### src/rtl/retry_pkg.sv
// Shared sizing helpers for the retry scheduler and its ID pool.
package retry_pkg;

  // Retry counters must hold every value from 0 up to and including max_retries.
  function automatic int unsigned count_width(input int unsigned max_retries);
    return $clog2(max_retries + 1);
  endfunction

  function automatic int unsigned id_slots(input int unsigned id_size);
    return 1 << id_size;
  endfunction

endpackage

### src/rtl/retry_id_pool.sv
// Allocation bitmap with lowest-free priority encoder and registered occupancy count.
module retry_id_pool
  import retry_pkg::*;
#(
  parameter int IdSize = 2
) (
  input  logic                       clk,
  input  logic                       rst,
  input  logic                       alloc,
  input  logic [IdSize-1:0]          alloc_id,
  input  logic [2**IdSize-1:0]       free_mask,
  output logic [IdSize-1:0]          lowest_free,
  output logic                       any_free,
  output logic [IdSize:0]            in_flight
);

  localparam int Slots = id_slots(IdSize);
  localparam int CntW  = IdSize + 1;

  logic [Slots-1:0] allocated;
  logic [Slots-1:0] next_alloc;
  logic [CntW-1:0]  next_count;

  // Frees only act on IDs that are allocated before the edge, so a late done for a
  // free ID can never cancel an allocation landing on the same edge.
  always_comb begin
    next_alloc = allocated & ~(free_mask & allocated);
    if (alloc) next_alloc[alloc_id] = 1'b1;
    next_count = '0;
    for (int i = 0; i < Slots; i++) begin
      next_count = next_count + CntW'(next_alloc[i]);
    end
  end

  always_comb begin
    lowest_free = '0;
    for (int i = Slots - 1; i >= 0; i--) begin
      if (!allocated[i]) lowest_free = IdSize'(i);
    end
    any_free = ~&allocated;
  end

  always_ff @(posedge clk) begin
    if (rst) begin
      allocated <= '0;
      in_flight <= '0;
    end else begin
      allocated <= next_alloc;
      in_flight <= next_count;
    end
  end

endmodule

### src/rtl/retry_scheduler.sv
// Issues new operations under an ID, replays them on retry request, aborts after MaxRetries.
// Handshakes: a transfer happens on a cycle where valid and ready are both high at the edge.
module retry_scheduler
  import retry_pkg::*;
#(
  parameter type DataType   = logic,
  parameter int  IDSize     = 2,
  parameter int  MaxRetries = 3
) (
  input  logic              clk_i,
  input  logic              rst_i,
  input  DataType           data_i,
  input  logic              valid_i,
  output logic              ready_o,
  output DataType           data_o,
  output logic [IDSize-1:0] id_o,
  output logic              valid_o,
  input  logic              ready_i,
  input  logic [IDSize-1:0] retry_id_i,
  input  logic              retry_valid_i,
  output logic              retry_ready_o,
  input  logic [IDSize-1:0] done_id_i,
  input  logic              done_valid_i,
  output logic [IDSize-1:0] abort_id_o,
  output logic              abort_valid_o,
  output logic [IDSize:0]   in_flight_o
);

  localparam int Slots = id_slots(IDSize);
  localparam int CntW  = count_width(MaxRetries);

  typedef logic [IDSize-1:0] id_t;
  typedef logic [CntW-1:0]   cnt_t;

  localparam cnt_t CntMax = cnt_t'(MaxRetries);

  id_t              lowest_free;
  logic             any_free;
  logic             exhausted;
  logic             alloc_fire;
  logic             retry_fire;
  logic             abort_now;
  logic [Slots-1:0] free_mask;
  cnt_t             count [Slots];
  DataType          data_table [Slots];

  retry_id_pool #(.IdSize(IDSize)) u_pool (
    .clk         (clk_i),
    .rst         (rst_i),
    .alloc       (alloc_fire),
    .alloc_id    (lowest_free),
    .free_mask   (free_mask),
    .lowest_free (lowest_free),
    .any_free    (any_free),
    .in_flight   (in_flight_o)
  );

  assign exhausted = (count[retry_id_i] == CntMax);

  // A pending retry owns the issue port outright, even when it turns into an abort.
  always_comb begin
    valid_o       = 1'b0;
    ready_o       = 1'b0;
    retry_ready_o = 1'b0;
    id_o          = lowest_free;
    data_o        = data_i;
    alloc_fire    = 1'b0;
    retry_fire    = 1'b0;
    abort_now     = 1'b0;
    if (!rst_i) begin
      if (retry_valid_i) begin
        if (exhausted) begin
          retry_ready_o = 1'b1;
          abort_now     = 1'b1;
        end else begin
          valid_o       = 1'b1;
          id_o          = retry_id_i;
          data_o        = data_table[retry_id_i];
          retry_ready_o = ready_i;
          retry_fire    = ready_i;
        end
      end else begin
        valid_o    = valid_i & any_free;
        ready_o    = ready_i & any_free;
        alloc_fire = valid_i & ready_i & any_free;
      end
    end
  end

  always_comb begin
    free_mask = '0;
    if (!rst_i) begin
      if (done_valid_i) free_mask[done_id_i] = 1'b1;
      if (abort_now)    free_mask[retry_id_i] = 1'b1;
    end
  end

  always_ff @(posedge clk_i) begin
    if (rst_i) begin
      for (int i = 0; i < Slots; i++) count[i] <= '0;
    end else begin
      for (int i = 0; i < Slots; i++) begin
        if (alloc_fire && lowest_free == id_t'(i)) begin
          count[i] <= '0;
        end else if (free_mask[i]) begin
          count[i] <= '0;
        end else if (retry_fire && retry_id_i == id_t'(i)) begin
          count[i] <= count[i] + cnt_t'(1);
        end
      end
    end
  end

  always_ff @(posedge clk_i) begin
    if (rst_i) begin
      abort_valid_o <= 1'b0;
      abort_id_o    <= '0;
    end else begin
      abort_valid_o <= abort_now;
      if (abort_now) abort_id_o <= retry_id_i;
    end
  end

  // Payload storage is never reset; an entry is only read after its allocation wrote it.
  always_ff @(posedge clk_i) begin
    if (alloc_fire) data_table[lowest_free] <= data_i;
  end

endmodule

### config.mk
export PLATFORM = sky130hd
export DESIGN_NAME = retry_scheduler
export DESIGN_NICKNAME = d
export VERILOG_FILES = /design/src/rtl/retry_pkg.sv /design/src/rtl/retry_id_pool.sv /design/src/rtl/retry_scheduler.sv
export SDC_FILE = /design/constraint.sdc
export NUM_CORES = 1
export LEC_CHECK = 0
export CAP_MARGIN = 20
export CORE_MARGIN = 5
export CORE_UTILIZATION = 55
export DETAILED_ROUTE_END_ITERATION = 7
export DONT_BUFFER_PORTS = 1
export PLACE_DENSITY = 0.7
export SKIP_LAST_GASP = 1
export SLEW_MARGIN = 0
export SYNTH_ARGS = -nofsm -noshare
export SYNTH_HDL_FRONTEND = slang
export SYNTH_SLANG_ARGS = --single-unit
### constraint.sdc
create_clock -name clk_i -period 2.65 [get_ports clk_i]
set_clock_uncertainty 0.2 [all_clocks]
set_input_delay 0 -clock clk_i [delete_from_list [all_inputs] [get_ports clk_i]]
set_output_delay 0 -clock clk_i [all_outputs]
set_load 0.02 [all_outputs]
==> results of run 1 <==
## routing by layer
metal / global-route usage, % / vias to the layer above
met5: 0 / -
met4: 5.960 / 0
met3: 6.360 / 8
met2: 33.81 / 56
met1: 26.29 / 473
li1: - / 509
## layout by cell type, fill, tap and decap left out, types with 3 or more instances in the layout
cell / instances
mux2_2: 3
dlygate4sd3_1: 20
dfxtp_1: 10
or3_1: 4
a31o_2: 3
nand3_1: 5
nand4_1: 3
xnor2_1: 4
nor3_1: 3
nand2_1: 11
nor2b_1: 8
edfxtp_1: 12
nor2_1: 10
nand2b_1: 5
clkbuf_4: 3
a21oi_1: 3
o21ai_0: 5
and3_1: 3
inv_1: 6
## logic make-up after synthesis
logic type | share of synthesized area, %
fa+ha+maj | 3.505
xor+xnor | 2.726
compound gates | 11.00
flops | 43.62
mux | 7.010
simple gates | 28.14
buf+inv | 3.991
## power by group
group | switching [µW] | leakage (µW) | total, µW | internal, µW
logic | 50.6 | 0.000403 | 95.8 | 45.3
clock network | 101 | 0.0000210 | 185 | 83.7
registers | 11.4 | 0.000201 | 381 | 369
## final cells by class
class	count	area share, %
Clock buffer	4	2.326
Inverter	6	1.443
Multi-Input combinational cell	94	43.46
Sequential cell	22	35.93
Tap cell	28	2.245
Timing Repair Buffer	23	14.59
## worst max path at each step
stage / from / slack [ns] / to / cells after the start
after floorplan: count[1][0]$_SDFFCE_PN0P_ / 0.28 / u_pool.in_flight[1]$_SDFF_PP0_ / 7
after global placement: count[1][0]$_SDFFCE_PN0P_ / 0.24 / u_pool.in_flight[1]$_SDFF_PP0_ / 7
after detailed placement: count[1][0]$_SDFFCE_PN0P_ / 0.14 / u_pool.in_flight[1]$_SDFF_PP0_ / 7
after CTS: rst_i / 0.06 / u_pool.in_flight[1]$_SDFF_PP0_ / 8
after global routing: count[1][0]$_SDFFCE_PN0P_ / 0.03 / u_pool.in_flight[1]$_SDFF_PP0_ / 7
final: count[1][0]$_SDFFCE_PN0P_ / 0.11 / u_pool.in_flight[1]$_SDFF_PP0_ / 7
## sequential cells by signal, summed over array words and instances, names as in the netlist
name	count
abort_valid_o	1
u_pool.in_flight	3
data_table	4
abort_id_o	2
u_pool.allocated	4
count	8
## through the flow
step                instance area, µm²  power, µW  hold WS, ns  worst slack [ns]
floorplan                         1285      452.7      -0.1011            0.2781
finish                            1560      661.2   -0.0001373            0.1116
CTS                               1553      665.2    0.0003851           0.06498
global route                      1560      698.1     0.002553           0.02860
detailed placement                1306      455.8      -0.1308            0.1355
global placement                  1306      454.1      -0.1326            0.2379
## what timing repair did
item	in CTS	in global routing
resized for setup	0	2
endpoints found under the setup margin	0	2
endpoints found under the hold margin	36	0
hold buffers	21	0
==> impl_metrics.yaml, run 1 <==
placement:
  placed_cells: 152
  place.gp.congestion: 0.9374
  dp_hpwl_mm: 2.100
  numPortBuffers: 0
global_routing:
  grt_max_degree: 13
  grt_use_total_pct: 20.67
  grt_pass1_vias: 1091
  overflow: 0
  antenna_found_initial: 0
  grt_pass1_wl_mm: 5.382
setup_path:
  r2r-end: "u_pool.in_flight[1]$_SDFF_PP0_"
  path_class: "flop to flop"
  r2r_start: "count[1][0]$_SDFFCE_PN0P_"
  cp_cell_sequence: "nand2_1 -> or3_1 -> a31o_2 -> ha_1 -> fa_1 -> ha_1 -> nor2b_1"
  worstPathArrival_ns: 2.53
  slowest_delay_ns: 0.43
  reg2reg_slack_ns: 0.11
  cp_top_family: "adder cells"
  crit_path_frequent_cell: "ha_1"
  crit_path_top_delay_cell: "edfxtp_1"
  cp_max_fo: 4
  path_buf_inv: 0
  critical_path.startpoint_type: "flop"
  cp_data_required_time_ns: 2.64
  reg2reg_depth: 7
  critPathCaptureType: "flop"
sta:
  rsz0062_at_grt: "false"
  period_share_pct: 95.79
  period_needed_ns: 2.538
  holdWs_ns: -0.0001373
  worstMarginPinSlew_ns: 0.6311
  setup_viol: 0
  hold_viol_final: 1
  slew_violations: 0
  fmax_mhz: 393.9
  setup_tns_ns: 0
  relSlewSlack_pct: 57.48
routing:
  final_antenna_net_count: 0
  drt_first_pass_iters: 4
  routed-wl-met3_um: 289
  drc: 0
  top_layer_used: "met4"
  detail_route.vias_per_cell: 5.910
  dr_total_vias: 1046
  wl_met2_mm: 1.561
  wirelength_mm: 3.193
  wl_met1_mm: 1.292
  drt_iter0_markers: 60
  wire_per_inst_um: 18.04
cells_and_area:
  regArea_um2: 560.5
  drive_gt1_share_pct: 12.75
  fin_cells: 177
  finalNetCount: 164
  syn2layout_area_growth_pct: 21.42
  antenna_cells: 0
  multi_input_area_um2: 678.2
  postLayoutCoreUtil_pct: 70.53
  fill_cells: 169
logic_synthesis:
  synthDistinctLibCells: 40
  ys_async_sr_fraction_pct: 0
  synth_top_cell_area_share_pct: 28.04
  syn_area_per_cell_um2: 10.12
  ys_ff_latch: 22
  synthFlopType: "edfxtp_1"
  synthCells: 127
  synth_area_leaders: "edfxtp_1, dfxtp_1, nor2b_1, mux4_2, nand2_1"
  synth_top_cell_by_area: "edfxtp_1"
  synth.yosys.warnings: 0
  synth.most_common_cell: "edfxtp_1"
  synth_edf_count: 12
  mappedNetlistArea_um2: 1285
  synth.cells.most_frequent: "edfxtp_1, nand2_1, dfxtp_1, nor2_1, nor2b_1"
  syn_nets: 141
  synth_seq_area_share_pct: 43.62
power:
  irDropWorstVdd_uv: 301.0
  p_leak_uw: 0.0006256
  p_per_area_nw_per_um2: 423.8
clock_network:
  clk_latency_ns: 0.30
  numCtsBuffers: 3
  tritoncts: "built"
  root_buffer: "clkbuf_4"
  cts.clk_slew.worst_paths_ns: 0.13
  cts.htree.levels: 1
  cts_max_path_buffers: 2
  cts_setup_buffers: 0
  clock-sinks: 22
floorplanning:
  die-area_um2: 3403
  coreArea_um2: 2212
  start_util_pct: 58.09
  io_pins: 23
  die_height_um: 58.34
  fp-row-count: 17
  chipWidth_um: 58.34
status:
  violations: "hold timing"
  status: "complete, but fails checks"
worst_hold_path:
  hold-path-endpoint: "id_o[1]"
  worstHoldStart: "retry_id_i[1]"
  holdPathStages: 1
  hold_path.class: "input pin to output port"
flow_run:
  maxCapViolCount: 0
(Power assumes the default switching activity.)
==> run 2, diff against run 1 <==
--- a/config.mk
+++ b/config.mk
@@ -5,12 +5,14 @@
 export SDC_FILE = /design/constraint.sdc
 export NUM_CORES = 1
 export LEC_CHECK = 0
+export ABC_AREA = 1
 export CAP_MARGIN = 20
 export CORE_MARGIN = 5
 export CORE_UTILIZATION = 55
 export DETAILED_ROUTE_END_ITERATION = 7
 export DONT_BUFFER_PORTS = 1
 export PLACE_DENSITY = 0.7
+export SETUP_SLACK_MARGIN = 0.02
 export SKIP_LAST_GASP = 1
 export SLEW_MARGIN = 0
 export SYNTH_ARGS = -nofsm -noshare
==> impl_metrics.yaml, run 2 <==
status:
  status: "complete, but fails checks"
  violations: "hold timing"
cells_and_area:
  layout_commonest_cell: "nand2_1"
  regMostFlops: "count"
  reg_top3: "count (8), data_table (4), u_pool.allocated (4)"
  layout_common_cells: "nand2_1, inv_1, dlygate4sd3_1, nand4_1, edfxtp_1"
  drive_gt1_share_pct: 21.28
  largest_register_ffs: 8
  antenna_cells: 0
  syn2layout_area_growth_pct: 15.68
  postLayoutCoreUtil_pct: 66.82
  finalNetCount: 203
  stdcell_area_um2: 1670
global_routing:
  antenna_found_initial: 0
  grt_use_total_pct: 20.03
  overflow: 0
  grt_pass1_wl_mm: 5.478
  grt_pass1_vias: 1202
  grt_max_degree: 13
sta:
  period_share_pct: 93.85
  slew_violations: 0
  worstMarginPinSlew_ns: 0.7216
  fmax_mhz: 402.1
  holdWs_ns: -0.001215
  rsz0062_at_grt: "false"
  setup_viol: 0
  relSlewSlack_pct: 51.48
  hold_viol_final: 1
  period_needed_ns: 2.487
  setup_tns_ns: 0
setup_path:
  crit_path_frequent_cell: "ha_1"
  worstPathArrival_ns: 2.48
  path_class: "input pin to flop"
  critical_path.startpoint_type: "input pin"
  crit_path_top_delay_cell: "dlygate4sd3_1"
  cp_data_required_time_ns: 2.64
  slowest_delay_ns: 0.70
  cp_max_fo: 12
  cp_cell_sequence: "dlygate4sd3_1 -> nor2_4 -> nand4_1 -> nand3_2 -> nand2_1 -> ha_1 -> fa_1 -> ha_1 -> inv_1 -> nor2_1"
  critPathCaptureType: "flop"
logic_synthesis:
  synth_area_leaders: "edfxtp_1, dfxtp_1, nand2_1, inv_1, nand4_1"
  synth_seq_area_share_pct: 38.82
  synth.most_common_cell: "nand2_1"
  synth_top_cell_area_share_pct: 24.96
  ys_async_sr_fraction_pct: 0
  ys_ff_latch: 22
  mappedNetlistArea_um2: 1444
  synth_top_cell_by_area: "edfxtp_1"
  syn_nets: 183
  synth.yosys.warnings: 0
  synth.cells.most_frequent: "nand2_1, inv_1, edfxtp_1, nand4_1, nand3_1"
  synthDistinctLibCells: 32
  syn_area_per_cell_um2: 8.544
  synthCells: 169
  synth_edf_count: 12
  synthFlopType: "edfxtp_1"
routing:
  wirelength_mm: 3.169
  detail_route.vias_per_cell: 5.514
  drc: 0
  drt_first_pass_iters: 4
  dr_total_vias: 1202
  drt_iter0_markers: 64
  final_antenna_net_count: 0
  wire_per_inst_um: 14.54
floorplanning:
  coreArea_um2: 2500
  chipWidth_um: 61.24
  fp-row-count: 18
  die-area_um2: 3750
  io_pins: 23
  die_height_um: 61.24
  start_util_pct: 57.76
placement:
  dp_hpwl_mm: 2.344
  place.gp.congestion: 0.8503
  dpl-instance-area_um2: 1454
  numPortBuffers: 0
clock_network:
  cts.htree.levels: 1
  clk_latency_ns: 0.31
  cts.clk_slew.worst_paths_ns: 0.11
  tritoncts: "built"
  cts_max_path_buffers: 2
  root_buffer: "clkbuf_4"
  clock-sinks: 22
  numCtsBuffers: 3
power:
  p_leak_uw: 0.0007870
  finalPower_uw: 658.4
  p_per_area_nw_per_um2: 394.2
  irDropWorstVdd_uv: 322.0
worst_hold_path:
  hold_path.class: "input pin to output port"
flow_run:
  maxCapViolCount: 0
run 2: power breakdown:
part           total, µW  internal, µW  switching (µW)
combinational        117          40.6            76.4
sequential           378           369            9.07
clock                164          58.7             105
run 2: layout make-up:
class / count / area (µm²)
well taps: 30 / 37.54
clock buffers: 4 / 26.28
inverters: 27 / 108.9
fillers: 202 / 829.5
multi-input cells: 117 / 757.0
flip-flops and latches: 22 / 563.0
repair buffers: 18 / 177.7
run 2: critical path: cells and delay by family:
| kind | cells | cell delay, ns |
|---|---|---|
| buffers and inverters | 2 | 0.75 |
| adder cells (fa/ha/maj) | 3 | 0.93 |
| AND/OR/NAND/NOR | 5 | 0.80 |
run 2: per-stage QoR:
step | worst slack, ns | std cells
floorplan | 0.3627 | 169
global placement | 0.2856 | 196
detailed placement | 0.2362 | 196
CTS | 0.02689 | 216
global route | 0.01050 | 218
finish | 0.1630 | 218
run 2: routing by layer:
layer	vias to the layer above	track usage, %	wire, µm
li1	602	-	-
met5	-	0	0
met4	0	8.050	34
met2	42	35.80	1603
met1	554	23.01	1351
met3	4	4.403	180
run 2: path summary, 6_finish.rpt:
check	from	slack, ns	cells past startpoint	end
max	rst_i	0.16	10	u_pool.in_flight[1]$_SDFF_PP0_
max reg2reg	count[3][0]$_SDFFCE_PN0P_	0.17	12	u_pool.in_flight[1]$_SDFF_PP0_
min reg2reg	count[3][0]$_SDFFCE_PN0P_	0.42	1	count[3][0]$_SDFFCE_PN0P_
min	data_i	-0.001	2	data_o
run 2: cells by family after synthesis:
group	after synthesis	share of synthesized area, %
AND/OR/NAND/NOR	98	41.16
XOR/XNOR	4	2.426
adder cells (fa/ha/maj)	3	3.119
buffers and inverters	30	9.445
AO/OA/AOI/OAI	12	5.026
flip-flops	22	38.82
run 2: what timing repair did:
item                                   in CTS  in global routing
resized for setup                           0                  5
hold buffers                               16                  0
setup endpoints to repair                   0                  2
endpoints found under the hold margin      35                  0
setup buffers                               0                  2
